$ cat src/rtl/hazard_pkg.sv
// rtl/hazard_pkg.sv - shared types, constants and helpers for the hazard scoreboard
// Contents: halt_state_t, producer kind encodings, default gap constants,
// age_w() counter-width helper and imax() for sizing the shared age counters.
package hazard_pkg;

  typedef enum logic [1:0] {
    RUN    = 2'd0,
    DRAIN  = 2'd1,
    HALTED = 2'd2
  } halt_state_t;

  localparam logic KIND_ALU  = 1'b0;
  localparam logic KIND_LOAD = 1'b1;

  localparam int DEF_ALU_GAP        = 1;
  localparam int DEF_LOAD_GAP       = 2;
  localparam int DEF_LOAD_STORE_GAP = 1;
  localparam int DEF_BR_GAP         = 3;
  localparam int DEF_FLAG_GAP       = 2;
  localparam int DEF_PIPE_DEPTH     = 4;

  // Bits needed to hold 0..age_max; never narrower than one bit.
  function automatic int age_w(input int age_max);
    return (age_max < 1) ? 1 : $clog2(age_max + 1);
  endfunction

  function automatic int imax(input int a, input int b);
    return (a > b) ? a : b;
  endfunction

endpackage

$ cat src/rtl/hazard_age_ctr.sv
// rtl/hazard_age_ctr.sv - saturating age counter with load-to-one and hold
// Ports: clk, rst_n (sync, active-low, resets to MAX = ready),
//        load_one (new producer issued: age <= 1), hold (pipeline frozen),
//        age (current age, saturates at MAX).
module hazard_age_ctr #(
  parameter int W   = 2,
  parameter int MAX = 3
) (
  input  logic         clk,
  input  logic         rst_n,
  input  logic         load_one,
  input  logic         hold,
  output logic [W-1:0] age
);

  localparam logic [W-1:0] MAX_V = W'(MAX);

  always_ff @(posedge clk) begin
    if (!rst_n) begin
      age <= MAX_V;
    end else if (!hold) begin
      if (load_one) begin
        age <= W'(1);
      end else if (age != MAX_V) begin
        age <= age + W'(1);
      end
    end
  end

endmodule

$ cat src/rtl/hazard_scoreboard.sv
// rtl/hazard_scoreboard.sv - age-counter hazard unit with memory freeze and halt drain
// Ports: clk, rst_n (sync, active-low); decode fields id_valid, id_rs/id_rt(+_used),
//        id_rd, id_reg_write, id_mem_read, id_mem_write, id_sets_flags, id_branch,
//        id_br, id_hlt; update_PC, mem_stall; outputs pc_stall, if_id_stall,
//        id_flush, if_flush (combinational) and halted (registered, sticky).
module hazard_scoreboard
  import hazard_pkg::*;
#(
  parameter int REG_ID_W       = 4,
  parameter int ALU_GAP        = DEF_ALU_GAP,
  parameter int LOAD_GAP       = DEF_LOAD_GAP,
  parameter int LOAD_STORE_GAP = DEF_LOAD_STORE_GAP,
  parameter int BR_GAP         = DEF_BR_GAP,
  parameter int FLAG_GAP       = DEF_FLAG_GAP,
  parameter int PIPE_DEPTH     = DEF_PIPE_DEPTH
) (
  input  logic                clk,
  input  logic                rst_n,
  input  logic                id_valid,
  input  logic [REG_ID_W-1:0] id_rs,
  input  logic [REG_ID_W-1:0] id_rt,
  input  logic                id_rs_used,
  input  logic                id_rt_used,
  input  logic [REG_ID_W-1:0] id_rd,
  input  logic                id_reg_write,
  input  logic                id_mem_read,
  input  logic                id_mem_write,
  input  logic                id_sets_flags,
  input  logic                id_branch,
  input  logic                id_br,
  input  logic                id_hlt,
  input  logic                update_PC,
  input  logic                mem_stall,
  output logic                pc_stall,
  output logic                if_id_stall,
  output logic                id_flush,
  output logic                if_flush,
  output logic                halted
);

  localparam int NREG    = 2 ** REG_ID_W;
  localparam int AGE_MAX = imax(imax(imax(ALU_GAP, LOAD_GAP), imax(LOAD_STORE_GAP, BR_GAP)), FLAG_GAP);
  localparam int AGE_W   = age_w(AGE_MAX);
  localparam int FLAG_W  = age_w(FLAG_GAP);
  localparam int DCW     = age_w(PIPE_DEPTH - 1);

  logic [AGE_W-1:0]  age [NREG];
  logic [NREG-1:0]   kind;
  logic [FLAG_W-1:0] flag_age;

  halt_state_t       state_q, state_d;
  logic [DCW-1:0]    drain_q, drain_d;

  logic rd_write, issue, hazard, rs_haz, rt_haz, flag_haz;
  int   rs_gap, rt_gap;

  assign rd_write = id_reg_write && (id_rd != '0);

  // r0 is hard-wired and never a producer, so it always reads as ready.
  assign age[0] = AGE_W'(AGE_MAX);

  for (genvar r = 1; r < NREG; r++) begin : g_reg
    hazard_age_ctr #(.W(AGE_W), .MAX(AGE_MAX)) u_age (
      .clk      (clk),
      .rst_n    (rst_n),
      .load_one (issue && rd_write && (id_rd == REG_ID_W'(r))),
      .hold     (mem_stall),
      .age      (age[r])
    );
  end

  hazard_age_ctr #(.W(FLAG_W), .MAX(FLAG_GAP)) u_flag_age (
    .clk      (clk),
    .rst_n    (rst_n),
    .load_one (issue && id_sets_flags),
    .hold     (mem_stall),
    .age      (flag_age)
  );

  // A newer writer simply overwrites the producer kind of the older one.
  always_ff @(posedge clk) begin
    if (!rst_n) begin
      kind <= '0;
    end else if (issue && rd_write) begin
      kind[id_rd] <= id_mem_read;
    end
  end

  // Checks use the pre-update ages, so "add r1,r1,r2" sees the previous r1 writer.
  always_comb begin
    rs_gap = (id_branch && id_br) ? BR_GAP
           : ((kind[id_rs] == KIND_LOAD) ? LOAD_GAP : ALU_GAP);
    if (id_mem_write) begin
      rt_gap = (kind[id_rt] == KIND_LOAD) ? LOAD_STORE_GAP : ALU_GAP;
    end else begin
      rt_gap = (kind[id_rt] == KIND_LOAD) ? LOAD_GAP : ALU_GAP;
    end
    rs_haz   = id_rs_used && (id_rs != '0) && (int'(age[id_rs]) < rs_gap);
    rt_haz   = id_rt_used && (id_rt != '0) && (int'(age[id_rt]) < rt_gap);
    flag_haz = id_branch && (int'(flag_age) < FLAG_GAP);
    hazard   = id_valid && (rs_haz || rt_haz || flag_haz);
    issue    = id_valid && !hazard && !mem_stall && (state_q == RUN);
  end

  always_ff @(posedge clk) begin
    if (!rst_n) begin
      state_q <= RUN;
      drain_q <= '0;
    end else begin
      state_q <= state_d;
      drain_q <= drain_d;
    end
  end

  always_comb begin
    state_d = state_q;
    drain_d = drain_q;
    case (state_q)
      RUN: begin
        if (issue && id_hlt) begin
          state_d = DRAIN;
          drain_d = DCW'(PIPE_DEPTH - 1);
        end
      end
      DRAIN: begin
        if (!mem_stall) begin
          if (drain_q == '0) state_d = HALTED;
          else               drain_d = drain_q - DCW'(1);
        end
      end
      default: ;
    endcase
  end

  // Once halting, the front end is parked; the drain state takes precedence
  // over the memory freeze because nothing in IF/ID will ever issue again.
  always_comb begin
    pc_stall    = 1'b0;
    if_id_stall = 1'b0;
    id_flush    = 1'b0;
    if_flush    = 1'b0;
    halted      = 1'b0;
    if (rst_n) begin
      halted = (state_q == HALTED);
      if (state_q != RUN) begin
        pc_stall = 1'b1;
        if_flush = 1'b1;
      end else if (mem_stall) begin
        pc_stall    = 1'b1;
        if_id_stall = 1'b1;
        if_flush    = update_PC;
      end else begin
        if_id_stall = hazard;
        id_flush    = hazard;
        pc_stall    = hazard || (id_valid && id_hlt);
        if_flush    = update_PC;
      end
    end
  end

endmodule

$ cat config.mk
export PLATFORM = sky130hd
export DESIGN_NAME = hazard_scoreboard
export DESIGN_NICKNAME = d
export VERILOG_FILES = /design/src/rtl/hazard_pkg.sv /design/src/rtl/hazard_age_ctr.sv /design/src/rtl/hazard_scoreboard.sv
export SDC_FILE = /design/constraint.sdc
export NUM_CORES = 1
export LEC_CHECK = 0
export ABC_AREA = 1
export CORE_ASPECT_RATIO = 0.5
export CORE_MARGIN = 10
export CORE_UTILIZATION = 53
export DETAILED_ROUTE_END_ITERATION = 16
export GPL_TIMING_DRIVEN = 0
export PLACE_DENSITY = 0.77
export SYNTH_ARGS = -nofsm -noshare
export SYNTH_HDL_FRONTEND = slang
export SYNTH_SLANG_ARGS = --single-unit
$ cat constraint.sdc
create_clock -name clk -period 4.4 [get_ports clk]
set_clock_uncertainty 0.15 [all_clocks]
set_input_delay 1.32 -clock clk [delete_from_list [all_inputs] [get_ports clk]]
set_output_delay 1.32 -clock clk [all_outputs]
set_load 0.01 [all_outputs]
==> Word level (Yosys, flattened, before mapping) <==
Cells that the tools add are included.
{ "word_totals": {"ff_bits": 52} }
{ "classes": {"n_eq_ne": 37, "n_reduce_logical": 77, "bitwise_logic": 3, "n_lt_le_gt_ge": 9, "mux": 69, "n_addsub": 17} }
{ "op_table": {"columns": ["operator", "count"], "rows": [
  ["$mux 2", 45],
  ["$ne 2x2->1 const B", 19],
  ["$reduce_bool 2->1", 18],
  ["$add 2x1->2 const B", 16],
  ["$eq 4x4->1 const B", 8],
  ["$lt 3x32->1", 1],
  ["$mux 32", 1],
  ["$reduce_and 2->1", 16],
  ["$logic_and 1x1->1", 31],
  ["$bmux 2 s4", 2],
  ["$bwmux 16", 1],
  ["$eq 4x3->1 const B", 4],
  ["$lt 4x5->1 const B", 3],
  ["$mux 1", 15],
  ["$reduce_bool 4->1", 3],
  ["$ge 5x5->1 const B", 2],
  ["$not 4->5", 2],
  ["$bmux 1 s4", 2],
  ["$eq 4x2->1 const B", 2],
  ["$pmux 2 s2", 2],
  ["$reduce_and 4->1", 2],
  ["$demux 1 s4", 1],
  ["$eq 4x1->1 const B", 1],
  ["$ge 4x1->1 const B", 1],
  ["other kinds (10)", 14]
]} }

==> Logic depth before layout (Yosys ltp) <==
Gate-level depths: netlist (run 1).
{ "depth": {"depth_word": 17, "ltp_mapped": 20} }

==> Cells and area by module <==
From an unflattened synthesis (run 1), not the netlist that was laid out.
{ "unflattened": {"hier_cells": 695, "area_unflattened_um2": 4202.8} }
{ "by_module_without_submodules": {"columns": ["module", "area_each_um2", "instances", "cells_each", "seq_area_each_um2"], "rows": [
  ["hazard_scoreboard", 2344.7, 1, 423, 400.4],
  ["hazard_age_ctr at g_reg[10].u_age ...", 116.4, 15, 17, 40.0],
  ["hazard_age_ctr at u_flag_age", 112.6, 1, 17, 40.0]
]} }

==> Worst setup path after synthesis (run 1) <==
Ideal clock, no wire load.
{ "synth_timing": {"path_kind": "input -> output", "from": "input id_rt[0]", "to": "output if_id_stall", "stages": 13, "setup_slack_ns": -0.213, "n_path_buf": 2, "t_required_ns": 2.930, "arrival_ns": 3.143, "cell_sequence": "buf_4 > buf_2 > o21ai_0 > a21oi_1 > o221ai_1 > o221ai_1 > ha_1 > nand3b_1 > a21oi_2 > o21ai_0 > nand2_1 > nand2_1 > nor2_1"} }
{ "synth_via": {"elab_chain_cells": 12, "word_cells_on_any_way": 18} }
{ "synth_lines": {"columns": ["item", "line_no", "text"], "rows": [
  ["start: declaration", "hazard_scoreboard.sv:21", "input logic [REG_ID_W-1:0] id_rt,"],
  ["$bmux 1 s4 / $not 4->5 (equally long branches)", "hazard_scoreboard.sv:96, hazard_scoreboard.sv:99", null],
  ["$mux 1 (implied by the code) / $bmux 2 s4 (equally long branches)", "hazard_scoreboard.sv:96, hazard_scoreboard.sv:99", null],
  ["$mux 2 (on tied branches)", "hazard_scoreboard.sv:96, hazard_scoreboard.sv:99", null],
  ["$mux 32 / $mux 2 (equally long branches)", "hazard_scoreboard.sv:93, hazard_scoreboard.sv:99", null],
  ["$lt 3x32->1", "hazard_scoreboard.sv:99", "rt_haz = id_rt_used && (id_rt != '0) && (int'(age[id_rt]) < rt_gap);"],
  ["$logic_and 1x1->1 (*)", "hazard_scoreboard.sv:99", null],
  ["$logic_or 1x1->1 (*) (2 in series)", "hazard_scoreboard.sv:101", "hazard = id_valid && (rs_haz || rt_haz || flag_haz);"],
  ["$logic_and 1x1->1 (*)", "hazard_scoreboard.sv:101", null],
  ["$mux 1 (*)", "hazard_scoreboard.sv:148", "end else if (mem_stall) begin"],
  ["$mux 1 (*)", "hazard_scoreboard.sv:145", "if (state_q != RUN) begin"],
  ["$mux 1 (*)", "hazard_scoreboard.sv:143", "if (rst_n) begin"],
  ["end: declaration", "hazard_scoreboard.sv:35", "output logic if_id_stall,"]
]} }
Every way passes the cells marked *; elsewhere a longest branch is shown, timed or not. The select of a mux whose other input is x is not followed.

==> Final worst setup path (run 1) <==
{ "layout_timing": {"from": "input id_rs[0]", "to": "output pc_stall"} }
{ "layout_via": {"elab_chain_cells": 13, "word_cells_on_any_way": 19} }
{ "layout_lines": {"columns": ["item", "line_no", "text"], "rows": [
  ["start: declaration", "hazard_scoreboard.sv:20", "input logic [REG_ID_W-1:0] id_rs,"],
  ["$bmux 1 s4 / $not 4->5 (equally long branches)", "hazard_scoreboard.sv:92, hazard_scoreboard.sv:98", null],
  ["$mux 1 (implied by the code) / $bmux 2 s4 (equally long branches)", "hazard_scoreboard.sv:92, hazard_scoreboard.sv:98", null],
  ["$mux 2 (on tied branches)", "hazard_scoreboard.sv:92, hazard_scoreboard.sv:98", null],
  ["$mux 2 (on tied branches)", "hazard_scoreboard.sv:91, hazard_scoreboard.sv:98", null],
  ["$lt 2x2->1", "hazard_scoreboard.sv:98", "rs_haz = id_rs_used && (id_rs != '0) && (int'(age[id_rs]) < rs_gap);"],
  ["$logic_and 1x1->1 (*)", "hazard_scoreboard.sv:98", null],
  ["$logic_or 1x1->1 (*) (2 in series)", "hazard_scoreboard.sv:101", null],
  ["$logic_and 1x1->1 (*)", "hazard_scoreboard.sv:101", null],
  ["$logic_or 1x1->1 (*)", "hazard_scoreboard.sv:155", "pc_stall = hazard || (id_valid && id_hlt);"],
  ["$mux 1 (*)", "hazard_scoreboard.sv:148", null],
  ["$mux 1 (*)", "hazard_scoreboard.sv:145", null],
  ["$mux 1 (*)", "hazard_scoreboard.sv:143", null],
  ["end: declaration", "hazard_scoreboard.sv:34", "output logic pc_stall,"]
]} }
Marked as above.

==> load_flow_metrics.sql, run 1 <==
INSERT INTO impl_metrics (metric_group, metric, value, unit) VALUES
('global_routing', 'grt_pass1_wl', '19600', 'um'),
('timing', 'fin_crit_sh', '108', '%'),
('run', 'max_cap_violations', '0', ''),
('floorplan', 'die_x', '139', 'um'),
('synth', 'synth_ff_type', 'dfxtp_1', ''),
('place', 'placer_congestion_estimate', '0.988', ''),
('synth', 'yosys.area.top_type_share', '27.6', '%'),
('timing', 'post_layout_worst_setup_margin', '-338', 'ps'),
('cts', 'cts_buffer_depth', '2', ''),
('cts', 'htree_levels', '2', ''),
('synth', 'synthDominantAreaCellType', 'dfxtp_1', ''),
('route', 'detail_route.first_pass.iterations', '6', ''),
('synth', 'synth_sequential_area_ratio', '27.6', '%'),
('synth', 'synthTopCellsByArea', 'dfxtp_1, nand2_1, nand3_1', ''),
('synth', 'synthesis.yosys.warnings', '0', ''),
('floorplan', 'die_area', '11100', 'um2'),
('cts', 'cts-buffers-inserted', '5', ''),
('critical_path', 'crit-reg2reg-capture', 'g_reg[3].u_age.age[1]', ''),
('critical_path', 'crit_path_end_kind', 'output port', ''),
('timing', 'slew_viol_final', '0', ''),
('finish', 'final_net_count', '693', ''),
('timing', 'timing.final.setup_violations', '3', ''),
('critical_path', 'rr_worst_depth', '20', ''),
('power', 'seqPwrFrac', '36.0', '%'),
('place', 'post-dp-hpwl', '9060', 'um'),
('cts', 'cts_tree', 'done', ''),
('synth', 'postSynthRegisterBits', '52', ''),
('cts', 'clock_tree.root_cell', 'clkbuf_16', ''),
('route', 'totalWireLength', '13400', 'um'),
('timing', 'rsz0062_at_grt', 'yes', ''),
('floorplan', 'core_area', '6780', 'um2'),
('worst_hold_path', 'hold_path_class', 'reg -> reg', ''),
('critical_path', 'regToRegStartpoint', 'kind[5]', ''),
('power', 'cellInternalPower', '1010', 'uW'),
('route', 'remaining_drc_errors', '0', ''),
('floorplan', 'initial_utilization', '55.6', '%'),
('synth', 'synth.avg_cell_area', '6.46', 'um2'),
('finish', 'multi_input_comb_area', '2580', 'um2'),
('floorplan', 'die_height', '79.6', 'um'),
('finish', 'antenna_cells', '0', ''),
('finish', 'drive_gt1_share', '20.8', '%'),
('cts', 'clock_insertion_delay_worst_skew', '300', 'ps'),
('timing', 'max_slew_margin', '54.9', '%'),
('critical_path', 'cp-startpoint', 'id_rs[0]', ''),
('global_routing', 'vias_in_the_first_global_route', '3954', ''),
('place', 'pre_cts_slack', '-1470', 'ps'),
('finish', 'ff_latch_area', '1040', 'um2'),
('finish', 'final.fill_count', '554', ''),
('timing', 'final_hold_viol_count', '0', ''),
('floorplan', 'io-pin-count', '31', ''),
('critical_path', 'required_time_of_the_worst_setup_path', '2930', 'ps'),
('run_status', 'run_status', 'complete, but fails checks', ''),
('run_status', 'violations_in_the_final_reports', 'setup timing', ''),
('route', 'vias', '4535', ''),
('cts', 'cts_sinks', '52', ''),
('global_routing', 'antenna_found_initial', '0', ''),
('place', 'post_dp_cell_area', '4200', 'um2'),
('power', 'sw_share', '34.1', '%'),
('synth', 'synth_cells', '583', ''),
('place', 'number_of_port_buffers', '28', ''),
('finish', 'postLayoutCellArea', '4920', 'um2'),
('power', 'finalPower', '1540', 'uW'),
('critical_path', 'timing.critical_path.from_type', 'primary input', ''),
('floorplan', 'core.rowCount', '21', ''),
('worst_hold_path', 'worst_hold_start', 'kind[0]', ''),
('critical_path', 'timing.critical_path.fanout_max', '6', ''),
('critical_path', 'timing.critical_path.to', 'pc_stall', ''),
('power', 'switchingPower', '525', 'uW'),
('timing', 'final.min_clock_period', '4740', 'ps'),
('global_routing', 'grt.overflow.total', '0', ''),
('route', 'wl_per_cell', '18.1', 'um');
## flip-flops by register name, indices dropped and copies added (netlist names)
signal / cells
u_flag_age.age: 2
drain_q: 2
kind: 16
g.u_age.age: 30
state_q: 2
## what timing repair did
action	4_1_cts	5_1_grt
gates resized for setup	75	62
buffers inserted	19	10
setup endpoints to repair	3	3
pin swaps	18	31
hold buffers	0	0
gates cloned	0	1
hold endpoints to repair	0	0
## per-stage QoR
step                hold WS (ps)  util, %  instances  setup TNS, ps
CTS                          277     68.3        730           -769
finish                       293     72.5        741           -960
global route                 305     72.5        741          -1220
floorplan                    257        -        583              0
global placement             268     62.0        703         -10090
detailed placement           267     62.0        703         -10540
## logic make-up after synthesis
group,share of synthesized area (%)
AND/OR/NAND/NOR,42.1
buffers and inverters,10.8
AO/OA/AOI/OAI,13.2
flip-flops,27.6
adder cells (fa/ha/maj),6.31
## power by group through the flow
stage                     sequential (uW)  clock (uW)  combinational, uW
after floorplan                       549           0                312
after global placement                559           0                406
after detailed placement              561           0                419
after CTS                             551         477                451
after global routing                  558         498                562
final                                 554         478                506
## worst min-delay path by stage
stage | end | slack, ps
2_1_floorplan | kind[0] | 260
3_3_place_gp | kind[0] | 270
3_5_place_dp | kind[0] | 270
4_1_cts | kind[0] | 280
5_1_grt | kind[0] | 310
6_report | kind[0] | 290
## critical path, stage by stage
cell and delay [ps]:
buf_12 120, buf_12 140, buf_8 130, nand2_2 60, nand3_2 90, nand3_2 90
nand3_2 80, nand2_2 100, a21oi_2 50, ha_2 330, nand2_2 70, nand2_4 90
nand2_4 60, o21ai_4 180, nand2_2 70, o21ai_1 120, inv_1 40, buf_2 130
## cell usage after synthesis, types with 5 or more instances
cell type    n
nand2_1    160
nand3_1     87
inv_1       68
dfxtp_1     52
a21oi_1     37
nor2_1      37
o21ai_0     24
nand4_1     23
ha_1        19
clkbuf_1    10
o21ai_1      9
buf_2        8
nand4_4      8
o221ai_1     8
o211ai_1     5
## per-layer routing
| metal | vias to the layer above | track usage (%) | share of wire, % |
|---|---|---|---|
| li1 | 2093 | - | - |
| met1 | 2092 | 27.8 | 41 |
| met2 | 299 | 35.3 | 45 |
| met3 | 51 | 5.40 | 11 |
| met4 | 0 | 6.94 | 3.0 |
| met5 | - | 0 | 0 |
## area by class of cell
type | count | share of cell area [%]
flip-flops and latches | 52 | 21.2
well taps | 92 | 2.34
multi-input cells | 434 | 52.5
clock inverters | 1 | 0.611
clock buffers | 7 | 3.10
plain buffers | 23 | 3.51
inverters | 74 | 5.95
repair buffers | 58 | 10.8
(Power assumes the default switching activity.)
==> run 2, diff against run 1 <==
--- a/config.mk
+++ b/config.mk
@@ -15,3 +15,4 @@
 export SYNTH_ARGS = -nofsm -noshare
 export SYNTH_HDL_FRONTEND = slang
 export SYNTH_SLANG_ARGS = --single-unit
+export TNS_END_PERCENT = 5
==> run 2 against run 1 <==
- the flow still finishes with violations (setup timing)
- die area did not move
- largest power group unchanged
- utilization is 0.87 points lower
- power decreased by 0.38%
- combinational power is 1% lower
==> load_flow_metrics.sql, run 2 (synthesis results as in run 1) <==
INSERT INTO impl_metrics (metric_group, metric, value, unit) VALUES
('critical_path', 'timing.critical_path.from_type', 'primary input', ''),
('critical_path', 'crit_path_end_kind', 'output port', ''),
('cts', 'clock_tree.root_cell', 'clkbuf_16', ''),
('floorplan', 'core_area', '6780', 'um2'),
('power', 'irDropWorstVdd', '223', 'uV'),
('route', 'topRoutingLayerUsed', 'met4', ''),
('place', 'post_dp_cell_area', '4200', 'um2'),
('route', 'wl_per_cell', '17.8', 'um'),
('cts', 'clock_insertion_delay_worst_skew', '300', 'ps'),
('floorplan', 'die_area', '11100', 'um2'),
('timing', 'fin_crit_sh', '108', '%'),
('cts', 'cts_tree', 'done', ''),
('place', 'placer_congestion_estimate', '0.988', ''),
('critical_path', 'timing.critical_path.arrival', '3280', 'ps'),
('finish', 'antenna_cells', '0', ''),
('finish', 'largest_register_ffs', '30', ''),
('floorplan', 'core.rowCount', '21', ''),
('timing', 'post_layout_worst_setup_margin', '-348', 'ps'),
('timing', 'max_slew_margin', '55.2', '%'),
('finish', 'largestRegisters', 'g.u_age.age x30, kind x16', ''),
('timing', 'timing.fmax', '211', 'MHz'),
('place', 'pre_cts_slack', '-1470', 'ps'),
('timing', 'final.min_clock_period', '4750', 'ps'),
('route', 'routed-wl-met3', '1410', 'um'),
('timing', 'max_slew.worst_pin.slew', '671', 'ps'),
('global_routing', 'vias_in_the_first_global_route', '3953', ''),
('finish', 'syn_to_final_growth', '28.9', '%'),
('timing', 'hold_slack', '292', 'ps'),
('route', 'vias', '4434', ''),
('power', 'power.density_cell_area', '315', 'nW/um2'),
('cts', 'clkSlewWorstSetupHoldPaths', '60', 'ps'),
('cts', 'cts_buffer_depth', '2', ''),
('global_routing', 'antenna_found_initial', '0', ''),
('global_routing', 'grt_start_max_net_pins', '16', ''),
('worst_hold_path', 'hold_path_class', 'reg -> reg', ''),
('finish', 'commonest_cells_after_routing_fill_and_taps_aside', 'nand2_1, nand3_1, inv_1, dfxtp_1, a21oi_1', ''),
('finish', 'drive_gt1_share', '19.6', '%'),
('route', 'avgViaCountPerCell', '6.02', ''),
('route', 'remaining_drc_errors', '0', ''),
('place', 'post-dp-hpwl', '9060', 'um'),
('power', 'p_leak', '0.00247', 'uW'),
('route', 'ant_nets', '0', ''),
('critical_path', 'timing.critical_path.fanout_max', '5', ''),
('floorplan', 'io-pin-count', '31', ''),
('global_routing', 'grt_pass1_wl', '19600', 'um'),
('place', 'number_of_port_buffers', '28', ''),
('route', 'detail_route.first_pass.iterations', '5', ''),
('critical_path', 'timing.setup.critical_path_class', 'in -> out', ''),
('floorplan', 'initial_utilization', '55.6', '%'),
('run_status', 'run_status', 'complete, but fails checks', ''),
('timing', 'timing.final.setup_violations', '3', ''),
('run_status', 'violations_in_the_final_reports', 'setup timing', ''),
('route', 'totalWireLength', '13100', 'um'),
('floorplan', 'die_height', '79.6', 'um'),
('finish', 'final_net_count', '688', ''),
('finish', 'postLayoutCellArea', '4860', 'um2'),
('floorplan', 'die_x', '139', 'um'),
('finish', 'top_register_by_number_of_flip_flops', 'g.u_age.age', ''),
('cts', 'htree_levels', '2', ''),
('run', 'max_cap_violations', '0', ''),
('global_routing', 'grt.overflow.total', '0', ''),
('cts', 'cts-buffers-inserted', '5', ''),
('route', 'initialDrtViolationCount', '590', ''),
('critical_path', 'required_time_of_the_worst_setup_path', '2930', 'ps'),
('route', 'met2_length', '5830', 'um'),
('cts', 'cts_sinks', '52', ''),
('timing', 'slew_viol_final', '0', ''),
('timing', 'final_hold_viol_count', '0', ''),
('finish', 'final_common_cell', 'nand2_1', ''),
('route', 'detail_route.wirelength.met1', '5460', 'um'),
('global_routing', 'combined_global_route_utilization_of_all_metal_layers', '21.6', '%'),
('timing', 'rsz0062_at_grt', 'yes', '');
## run 2: worst paths after layout
check           start       end  slack (ps)  depth (start not counted)
max          id_rt[1]  id_flush        -350                         17
min           kind[0]   kind[0]         290                          2
max reg2reg  kind[11]  kind[10]        1560                         15
min reg2reg   kind[0]   kind[0]         290                          2
## run 2: layout make-up
class | instances | area (um2)
Clock buffer | 7 | 153
Tap cell | 92 | 115
Timing Repair Buffer | 53 | 477
Fill cell | 569 | 1920
Clock inverter | 1 | 30.0
Multi-Input combinational cell | 434 | 2580
Sequential cell | 52 | 1040
Buffer | 23 | 173
Inverter | 74 | 290
## run 2: routing by layer
layer  vias to the layer above  global-route usage, %
met2                       267                   35.2
met4                         0                   6.83
met3                        47                   5.34
met5                         -                      0
met1                      2044                   27.7
li1                       2076                      -
## run 2: repair_timing
item	4_1_cts	5_1_grt
hold buffers	0	0
pin swaps	18	31
endpoints found under the setup margin	3	3
gates resized for setup	75	56
buffers inserted	18	7
## run 2: worst max-delay path, cell delays in order
cell	delay, ps
buf_8	80
buf_6	100
buf_6	120
buf_6	120
o211ai_1	130
nand3_1	110
nand3_1	70
nand2_1	90
nand2_2	70
ha_2	180
nand3b_1	220
a21oi_4	220
o21ai_4	80
nor2_1	90
nand3_1	70
inv_1	70
buf_2	120
## run 2: report_power, final
part	switching, uW	total (uW)	internal (uW)
clock	179	479	300
combinational	300	500	200
sequential	42.6	553	511
## run 2: through the flow
stage	total power [uW]	setup TNS (ps)	instances	util, %
after global placement	965	-10090	703	62.0
after CTS	1480	-769	729	68.2
after floorplan	860	0	583	-
final	1530	-983	736	71.7
after detailed placement	980	-10540	703	62.0
after global routing	1610	-1270	736	71.7
==> variant, RTL diff (settings of run 1) <==
Set the parameter `REG_ID_W` to 3 (it was 4).
--- a/src/rtl/hazard_scoreboard.sv
+++ b/src/rtl/hazard_scoreboard.sv
@@ -6,7 +6,7 @@
 module hazard_scoreboard
   import hazard_pkg::*;
 #(
-  parameter int REG_ID_W       = 4,
+  parameter int REG_ID_W       = 3,
   parameter int ALU_GAP        = DEF_ALU_GAP,
   parameter int LOAD_GAP       = DEF_LOAD_GAP,
   parameter int LOAD_STORE_GAP = DEF_LOAD_STORE_GAP,
Ports: changed (resized id_rd, id_rs and id_rt); port bits go from 31 to 28. No check against the original RTL was run, so the function may have changed too.
==> variant against run 1 <==
- the flow still finishes with violations (setup timing)
- synthesized cell count down 44%
- sequential cell count down 24
- worst hold slack better by 23 ps
- critical path depth down 1
- setup slack better by 120 ps
- total power down 53%
- count of clock-buffer cells in the layout down 3
- routed wire length down 55%
- design area down 48%
- via count down 49%
- area after synthesis down 44%
- sequential share of layout area up 0.57 points
- register-to-register slack better by 400 ps
- largest cell class unchanged
- largest power group unchanged
- highest routed layer unchanged
==> variant: results (changes against run 1) <==
Synth:
- Sorting the synthesized cells by how often they occur yields sky130_fd_sc_hd__nand2_1, sky130_fd_sc_hd__nand3_1, sky130_fd_sc_hd__inv_1.
- The sequential area share after synthesis was 26.6% (-1.0 points).
- The post-synth net total came to 360 (-43%).
- The number of unique standard cell types used by synthesis is 32 (+3.2%).

Clock network:
- The number of buffers created by CTS is 3 (-2).
- The maximum clock path buffer count is 2 (unchanged).
- The clock transition at the register clock pins on the worst setup and hold paths after CTS came to 100 ps (+30 ps).
- The worst-skew pair later-pin latency is 280 ps (-20 ps).
- The number of H-tree levels is 1 (-1).
- The CTS root buffer is sky130_fd_sc_hd__clkbuf_8.

Place:
- The count of buffers from port buffering came to 23 (-18%).
- The placer congestion estimate was 0.912 (-7.7%).
- The post-DP HPWL was 4490 µm (-50%).
- The instance area at placement is 0.00242 mm² (-42%).

Drt:
- The total detailed-routing wirelength was 6000 µm (-55%).
- The total iterations of the first detailed-routing run was 5 (-1).
- The via count normalized by instance count is 5.60 (-8.5%).
- The number of DRC markers in iteration 0 was 137 (-79%).

Global routing:
- The total routing usage reported by global routing is 17.0% (-4.7 points).
- The first-pass GRT wire length is 10000 µm (-49%).
- The largest net degree at the start of global routing was 16 (unchanged).
- The via count of the first global-routing pass was 2171 (-45%).

Setup path:
- The slowest library cell on the worst path is sky130_fd_sc_hd__a21oi_4.
- The data arrival time of the critical path came to 3150 ps (-120 ps).
- The startpoint identified for the worst register-to-register timing path is g_reg[3].u_age.age[1]$_SDFFE_PN1P_.
- The start point of the critical path is id_rt[0].
- The maximum single-stage delay on the critical path is 210 ps (-120 ps).

Timing:
- The total setup violations reported at the end of the flow is 3 (unchanged).
- The final critical-path setup slack is -215 ps (+123 ps).
- The actual transition at the worst max-transition pin is 616 ps (-58.8 ps).

Status:
- The final reports fail on setup timing.
- The run finished, with violations left.

Finish:
- The number of fill cells is 343 (-38%).
- The fraction of layout cells with a size suffix above 1 is 16.7% (-4.1 points).
- The final net count is 395 (-43%).
-- variant: cell type report --
cell class,count,area share [%]
inverters,51,7.52
plain buffers,11,2.96
flip-flops and latches,28,21.7
clock buffers,4,2.13
multi-input cells,236,52.5
well taps,54,2.62
repair buffers,30,10.5
-- variant: final timing paths --
path / slack [ps] / cells after the start / to
min reg2reg: 320 / 2 / kind[0]$_SDFFE_PN0P_
min: 320 / 2 / kind[0]$_SDFFE_PN0P_
max: -220 / 17 / if_id_stall
max reg2reg: 1890 / 14 / g_reg[4].u_age.age[1]$_SDFFE_PN1P_
-- variant: worst min-delay path, stage by stage (launching register included) --
cell                      delay, ps
sky130_fd_sc_hd__dfxtp_1        340
sky130_fd_sc_hd__nand2_1         60
sky130_fd_sc_hd__inv_1           30
-- variant: through the flow --
| step | instances | worst slack [ps] | TNS, ps | utilization [%] |
|---|---|---|---|---|
| finish | 414 | -215 | -596 | 66.7 |
| global route | 414 | -336 | -951 | 66.7 |
| CTS | 411 | -274 | -718 | 65.0 |
| detailed placement | 403 | -1060 | -3140 | 62.6 |
| global placement | 403 | -962 | -2870 | 62.6 |
| floorplan | 326 | -77.2 | -189 | - |
-- variant: report_power, final --
group          internal, mW  switching (mW)  leakage (nW)  total [mW]
clock network        0.0801          0.0796        0.0288       0.160
registers             0.277          0.0249         0.229       0.302
logic                 0.107           0.160          1.10       0.267
total                 0.464           0.265          1.36       0.729
-- variant: what timing repair did --
action                                  4_1_cts  5_1_grt
resized for setup                            26       18
endpoints found under the setup margin        3        3
pin swaps                                     8       12
gates cloned                                  0        0
setup buffers                                 4        3
hold buffers                                  0        0
-- variant: cells by family (layout without fill, tap and decap cells) --
| family | Yosys count | in the layout | synth area share, % |
|---|---|---|---|
| flip-flops | 28 | 28 | 26.6 |
| adder cells (fa/ha/maj) | 11 | 11 | 6.53 |
| buffers and inverters | 62 | 96 | 12.4 |
| AO/OA/AOI/OAI | 42 | 42 | 12.3 |
| AND/OR/NAND/NOR | 183 | 183 | 42.1 |
-- variant: metal layers --
layer | vias to the layer above | GRT usage (%) | wire length, µm
met4 | 0 | 3.39 | 43
met2 | 94 | 27.4 | 2650
li1 | 1155 | - | -
met3 | 6 | 6.51 | 661
met1 | 1063 | 21.2 | 2640
met5 | - | 0 | 0
